[config.mk]
export PLATFORM = sky130hd
export DESIGN_NAME = layer_argmax
export DESIGN_NICKNAME = d
export VERILOG_FILES = /design/src/rtl/layer_argmax.sv
export SDC_FILE = /design/constraint.sdc
export NUM_CORES = 2
export LEC_CHECK = 0
export BUFFER_PORTS_ARGS = -buffer_cell sky130_fd_sc_hd__buf_2
export CORE_AREA = 2 2 289 291
export CTS_CLUSTER_DIAMETER = 60
export CTS_CLUSTER_SIZE = 40
export DETAILED_ROUTE_END_ITERATION = 8
export DIE_AREA = 0 0 291 293
export GPL_TIMING_DRIVEN = 0
export PLACE_DENSITY = 0.67
export SYNTH_ARGS = -nofsm -noshare
export SYNTH_HDL_FRONTEND = slang
export SYNTH_SLANG_ARGS = --single-unit
[constraint.sdc]
create_clock -name clk -period 6.2 [get_ports clk]
set_input_delay 0.62 -clock clk [delete_from_list [all_inputs] [get_ports clk]]
set_output_delay 0.62 -clock clk [all_outputs]
set_load 0.03 [all_outputs]
[src/rtl/layer_argmax.sv]
// Sequential argmax over one fully-connected layer's ReLU outputs (IEEE-754 single per node).
// Optional build macro LAYER_ARGMAX_NAN_FILTER_EN zeroes Inf/NaN elements before compare and storage.
module layer_argmax #(
  parameter int unsigned N_IN = 21,
  parameter int unsigned IDXW = (N_IN > 1) ? $clog2(N_IN) : 1
) (
  input  logic                 clk,
  input  logic                 rst_n,
  input  logic                 in_valid,
  output logic                 in_ready,
  input  logic [32*N_IN-1:0]   in_vec,
  output logic                 out_valid,
  input  logic                 out_ready,
  output logic [IDXW-1:0]      class_idx,
  output logic [31:0]          class_val
);

  localparam int unsigned W = 32;
  localparam logic [IDXW-1:0] LAST = IDXW'(N_IN - 1);
  localparam bit SINGLE = (N_IN == 1);

  typedef enum logic [1:0] {IDLE, SCAN, DONE} state_t;

  state_t            state;
  logic [W-1:0]      buf_q [N_IN];
  logic [W-1:0]      best_val;
  logic [IDXW-1:0]   best_idx;
  logic [IDXW-1:0]   ptr;

  logic [W-1:0]      cur;
  logic              cur_gt;

  // Negative values (including -0) and, optionally, Inf/NaN collapse to +0.
  function automatic logic [W-1:0] sanitize(input logic [W-1:0] x);
    logic [W-1:0] y;
    y = x;
    if (x[W-1]) y = '0;
`ifdef LAYER_ARGMAX_NAN_FILTER_EN
    if (x[30:23] == 8'hFF) y = '0;
`endif
    return y;
  endfunction

  // Buffer already holds sanitized non-negative values, so magnitude bits order them.
  assign cur    = buf_q[ptr];
  assign cur_gt = cur[30:0] > best_val[30:0];

  always_ff @(posedge clk or negedge rst_n) begin
    if (!rst_n) begin
      state     <= IDLE;
      in_ready  <= 1'b1;
      out_valid <= 1'b0;
      class_idx <= '0;
      class_val <= '0;
      best_val  <= '0;
      best_idx  <= '0;
      ptr       <= '0;
      for (int unsigned k = 0; k < N_IN; k++) buf_q[k] <= '0;
    end else begin
      case (state)
        IDLE: begin
          if (in_valid) begin
            for (int unsigned k = 0; k < N_IN; k++) buf_q[k] <= sanitize(in_vec[W*k +: W]);
            best_val <= sanitize(in_vec[W-1:0]);
            best_idx <= '0;
            ptr      <= IDXW'(1);
            in_ready <= 1'b0;
            if (SINGLE) begin
              state     <= DONE;
              out_valid <= 1'b1;
              class_idx <= '0;
              class_val <= sanitize(in_vec[W-1:0]);
            end else begin
              state <= SCAN;
            end
          end
        end
        SCAN: begin
          if (cur_gt) begin
            best_val <= cur;
            best_idx <= ptr;
          end
          ptr <= ptr + IDXW'(1);
          // Publish including the final element's compare so the result lands with out_valid.
          if (ptr == LAST) begin
            state     <= DONE;
            out_valid <= 1'b1;
            class_idx <= cur_gt ? ptr : best_idx;
            class_val <= cur_gt ? cur : best_val;
          end
        end
        DONE: begin
          if (out_ready) begin
            state     <= IDLE;
            out_valid <= 1'b0;
            in_ready  <= 1'b1;
            ptr       <= '0;
          end
        end
        default: begin
          state     <= IDLE;
          in_ready  <= 1'b1;
          out_valid <= 1'b0;
        end
      endcase
    end
  end

endmodule
# Yosys cells after proc, flatten, opt, wreduce, memory -nomap -nowiden
# Index checks and enable logic that the tools add are counted.
dict set report op_classes {
  add_sub_neg 1
  multipliers 0
  div 0
  n_lt_le_gt_ge 2
  eq_ne 6
  shift 0
  muxes 43
  bitwise_logic 3
  reduce_logical 10
}
# op n
set op_table {}
lappend op_table {{$mux W31} 21}
lappend op_table {{$bmux W32 S5} 1}
lappend op_table {{$mux W32} 4}
lappend op_table {{$pmux W32 S2} 1}
lappend op_table {{$gt A31 B31 Y1} 1}
lappend op_table {{$mux W5} 4}
lappend op_table {{$pmux W5 S3} 1}
lappend op_table {{$reduce_and A3 Y1} 4}
lappend op_table {{$pmux W5 S2} 1}
lappend op_table {{$ge A6 B6 Y1 const B} 1}
lappend op_table {{$mux W2} 3}
lappend op_table {{$ne A2 B2 Y1 const B} 3}
lappend op_table {{$not A5 Y6} 1}
lappend op_table {{$pmux W1 S3} 2}
lappend op_table {{$pmux W2 S3} 1}
lappend op_table {{$reduce_and A2 Y1} 3}
lappend op_table {{$add A5 B1 Y5 const B} 1}
lappend op_table {{$eq A5 B5 Y1 const B} 1}
lappend op_table {{$mux W1} 4}
lappend op_table {{$reduce_bool A3 Y1} 1}
lappend op_table {{$eq A2 B1 Y1 const B} 1}
lappend op_table {{$eq A2 B2 Y1 const B} 1}
lappend op_table {{$logic_not A2 Y1} 1}
lappend op_table {{$not A1 Y1} 2}
lappend op_table {{$reduce_bool A2 Y1} 1}
dict set report word_totals {
  ff_bits 755
  latchBits 0
  ram_bits 0
  rom_bits 0
  out_inout_bits 39
  wordCells 94
  memories 0
}

# Depth between registers and ports, before layout
dict set report logic_depth {
  word_depth 7
  depth_mapped 19
}

# Worst setup path before layout
# Ideal clock, no wire load.
dict set report synth_path {
  path_kind {register to register}
  startpoint {reg ptr[0]}
  endpoint {reg class_val[0]}
  setup_ns 0.083
  arrival_time_ns 3.815
  path_slack_ns 2.302
  stages_incl_launch_ff 17
  cell_sequence {dfrtp_1 -> buf_2 -> buf_4 -> buf_2 -> mux4_2 -> mux2i_1 -> o21ai_0 -> a21o_1 -> ha_1 -> a211oi_1 -> nor2_1 -> o31a_1 -> o41a_2 -> o31ai_4 -> buf_6 -> mux2_2 -> o21ai_0}
}
dict set report synth_between {
  elab_chain_len 6
  elab_cells_between_ends 8
  classes_between {1 x order compare; 1 x eq/ne; 4 x mux; 1 x bitwise; 1 x reduce/logical}
}
# element line
set synth_rtl {}
lappend synth_rtl {{start, declared} 28} ;# logic [IDXW-1:0] ptr;
lappend synth_rtl {{start signal, assigned} 83} ;# ptr <= ptr + IDXW'(1);
lappend synth_rtl {{$not A5 Y6 (not written as such)} 45} ;# assign cur = buf_q[ptr];
lappend synth_rtl {{$bmux W32 S5} 45}
lappend synth_rtl {{$mux W32 (not written as such) (2 in a row)} 45}
lappend synth_rtl {{$gt A31 B31 Y1} 46} ;# assign cur_gt = cur[30:0] > best_val[30:0];
lappend synth_rtl {{$mux W32} --}
lappend synth_rtl {{end signal, assigned} 72} ;# class_val <= sanitize(in_vec[W-1:0]);
lappend synth_rtl {{end signal, assigned} 89} ;# class_val <= cur_gt ? cur : best_val;
lappend synth_rtl {{end, declared} 15} ;# output logic [31:0] class_val
# Parallel ways exist; a longest one is shown, timed or not. The select of a mux whose other input is x is not followed.
# A chain may end at the register's enable or synchronous reset.

# Worst setup path after layout
dict set report layout_path {
  startpoint {reg ptr[2]}
  endpoint {reg class_val[30]}
}
# The elaborated chain is that of the path after synthesis.

==> flow_metrics.tcl <==
set metrics [dict create \
    grt_start_max_net_pins 120 \
    clk_path_buf_depth 3 \
    ys.warnings.count 0 \
    crit_path_max_fanout 10 \
    fp.dieH_um 293 \
    track_usage_pct 34.4 \
    initial_utilization_pct 44.9 \
    cp_data_arrival_time_ns 6.48 \
    total_power_mw 20.3 \
    grt-ovfl-total 0 \
    pwr-share-clk_pct 21.2 \
    synth.avg_cell_area_um2 9.67 \
    drc 0 \
    final.setup_skew_ns 0.0338 \
    switching_power_mw 8.49 \
    synth-xor-area-share_pct 0 \
    synth_edf_count 0 \
    synth_compound_area_share_pct 14.5 \
    dp_hpwl_mm 119 \
    cp.required_ns 6.72 \
    rows 105 \
    vias 32471 \
    gp_congestion 0.967 \
    nets 5300 \
    numCtsBuffers 60 \
    layout_min_cycle_time_ns 5.96 \
    path_clk_slew_ns 0.09 \
    crit_path_start_kind "register" \
    hold_class "in2reg" \
    p_int_mw 11.8 \
    timing.slew.headroom_pct 12.2 \
    synth.net_count 4516 \
    ant_nets 0 \
    synthCells 3803 \
    wl_mm 149 \
    ir_drop_mv 0.223 \
    fillers 7811 \
    cts_sinks 734 \
    worstSetupPathType "reg2reg" \
    synthArstFlopShare_pct 100 \
    endpoint_kind "register" \
    drive_above_1_share_pct 22.3 \
    ys_ff_latch 734 \
    finalSetupViolations 0 \
    p_leak_nw 21.0 \
    synthFlopType "dfrtp_1" \
    grt_pass1_vias 32410 \
    postLayoutCellArea_um2 44100 \
    top_layer "met5" \
    wl_per_cell_um 26.0 \
    max_freq_mhz 168 \
    synth_fa_ha_area_share_pct 1.26 \
    h-tree-depth 2 \
    yosysSeqAreaShare_pct 50.0 \
    final_hold_viol_count 0 \
    synthSimpleGateAreaFrac_pct 20.0 \
    clockRootBuffer "clkbuf_16" \
    die_area_um2 85300 \
    pwr-share-comb_pct 41.3 \
    synth_area_um2 36800 \
    syn_to_final_growth_pct 19.9 \
    antenna_found_initial 15 \
    worstMarginPinSlew_ns 1.32 \
    dieWidth_um 291 \
    viasPerCell 5.68 \
    clk_latency_ns 0.66 \
    port_buffers 714 \
    setup_tns_ns 0 \
    drv_cap 0 \
    first_pass_iters 7 \
    tritoncts "done" \
    slew_viol_final 0 \
    status "completed" \
    seq_power_share_pct 37.4 \
    rsz0062_at_grt "false" \
    muxShareOfSynthArea_pct 10.5 \
    post_synth_num_cell_types 52 \
    core_um2 81800 \
    fin_crit_sh_pct 96.2 \
    placed_area_um2 41900 \
    wl_met3_mm 10.9 \
    drt_iter0_markers 2894 \
    ioPinCount 715 \
    grt_pass1_wl_mm 213 \
    met1_length_mm 60.2 \
    synth_top_family_by_area "simple AND/OR/NAND/NOR gates" \
    swShare_pct 41.8 \
    powerDensity_nw_per_um2 461 \
    route.met2.wl_mm 69.2 \
]
-- power by group through the flow --
stage	Sequential, mW	Combinational, mW	Clock [mW]
after CTS	7.57	8.28	4.33
after global routing	7.78	8.96	4.52
after detailed placement	7.65	8.25	0
after floorplan	7.26	5.07	0
after global placement	7.61	8.11	0
final	7.61	8.40	4.32
-- synth_stat cells, types with 4 or more instances --
cell type / number / share of area, %
buf_1: 9 / 0.092
nand2b_1: 667 / 11
mux2_2: 31 / 0.95
a21oi_1: 19 / 0.26
a22o_1: 4 / 0.095
nor2_1: 60 / 0.61
ha_1: 37 / 1.3
o22ai_1: 47 / 0.80
clkbuf_1: 250 / 2.6
buf_4: 10 / 0.20
o21ai_0: 681 / 9.3
buf_2: 28 / 0.38
a21o_1: 18 / 0.37
o211a_1: 16 / 0.44
inv_1: 38 / 0.39
nand2_1: 732 / 7.5
a31oi_1: 30 / 0.51
a22oi_1: 30 / 0.61
a221o_1: 15 / 0.41
nand3_1: 12 / 0.16
o221a_2: 30 / 0.92
nand4_1: 6 / 0.10
mux2i_1: 140 / 3.8
o21ai_1: 29 / 0.39
dfrtp_1: 733 / 50
mux4_2: 94 / 5.8
-- cell type report --
class	count	area, µm²	share of cell area, %
multi-input combinational	2729	17000	38.6
tap	1070	1340	3.04
sequential	734	18400	41.6
buffer	301	1240	2.82
inverter	39	146	0.332
timing repair buffer	722	3790	8.58
clock inverter	44	621	1.41
clock buffer	69	1570	3.55
antenna	10	25.0	0.0567
-- sequential cells by signal (all words and copies together) (netlist names) --
register / flops
class_val: 32
in_ready: 1
out_valid: 1
class_idx: 5
ptr: 5
best_idx: 5
buf_q: 651
best_val: 32
state: 2
-- critical path: stages, from the launching register on --
cell and delay [ns]:
dfrtp_1 0.40, buf_1 0.74, clkbuf_1 0.75, mux4_2 0.44, a22oi_1 0.51, o21ai_0 0.21
a21o_1 0.29, ha_1 0.32, a211oi_1 0.24, nor2_1 0.09, o31a_1 0.25, o41a_2 0.42
o31ai_4 0.22, buf_6 0.21, buf_8 0.19, mux2i_1 0.46, o21ai_1 0.09
-- worst paths after layout --
path	startpoint	end	slack, ns	cells after the start
worst max-delay path	ptr[2]	class_val[30]	0.24	16
worst min-delay path	in_vec[459]	buf_q[203]	0.19	3
worst max register to register	ptr[2]	class_val[30]	0.24	16
worst min register to register	buf_q[192]	buf_q[192]	0.48	2
max in group asynchronous	rst_n	buf_q[66]	3.85	5
min in group asynchronous	rst_n	buf_q[342]	0.52	2
-- placed cells by master, fill, tap and decap left out, types with 9 or more instances in the layout --
cell,count
buf_2,741
dfrtp_1,733
nand2_1,732
o21ai_0,681
nand2b_1,667
clkbuf_1,256
mux2i_1,140
mux4_2,94
nor2_1,60
clkbuf_16,60
o22ai_1,47
inv_1,38
ha_1,37
mux2_2,31
a31oi_1,30
a22oi_1,30
o221a_2,30
o21ai_1,29
a21oi_1,19
a21o_1,18
o211a_1,16
a221o_1,15
nand3_1,12
diode_2,10
buf_4,10
buf_1,9
-- stage by stage --
stage	worst slack (ns)	std cells	util, %	hold WS, ns
5_1_grt	0.271	5715	53.9	0.206
3_5_place_dp	0.426	5594	51.2	0.464
4_1_cts	0.446	5708	53.9	0.176
6_report	0.239	5718	53.9	0.194
3_3_place_gp	-11.39	5587	50.9	0.455
2_1_floorplan	2.30	3803	-	0.324
-- kinds of logic (layout without fill, tap and decap cells) --
logic type	Yosys count	in the layout
and+or+nand+nor	1493	1493
buffers and inverters	340	1175
other	0	10
muxes	265	265
adders and majority gates	37	37
AOI/OAI and AO/OA	934	934
DFF	734	734
-- repair_timing --
action / in CTS / in global routing
hold buffers: 1 / 0
setup buffers: 0 / 0
resized for setup: 0 / 0
hold endpoints to repair: 62 / 0
-- metal layers --
metal / GRT usage [%] / up-vias
li1: - / 14510
met1: 45.3 / 16094
met2: 54.8 / 1513
met3: 5.57 / 350
met4: 18.1 / 4
met5: 0 / -
No activity file was read; power rests on OpenSTA's default activity.
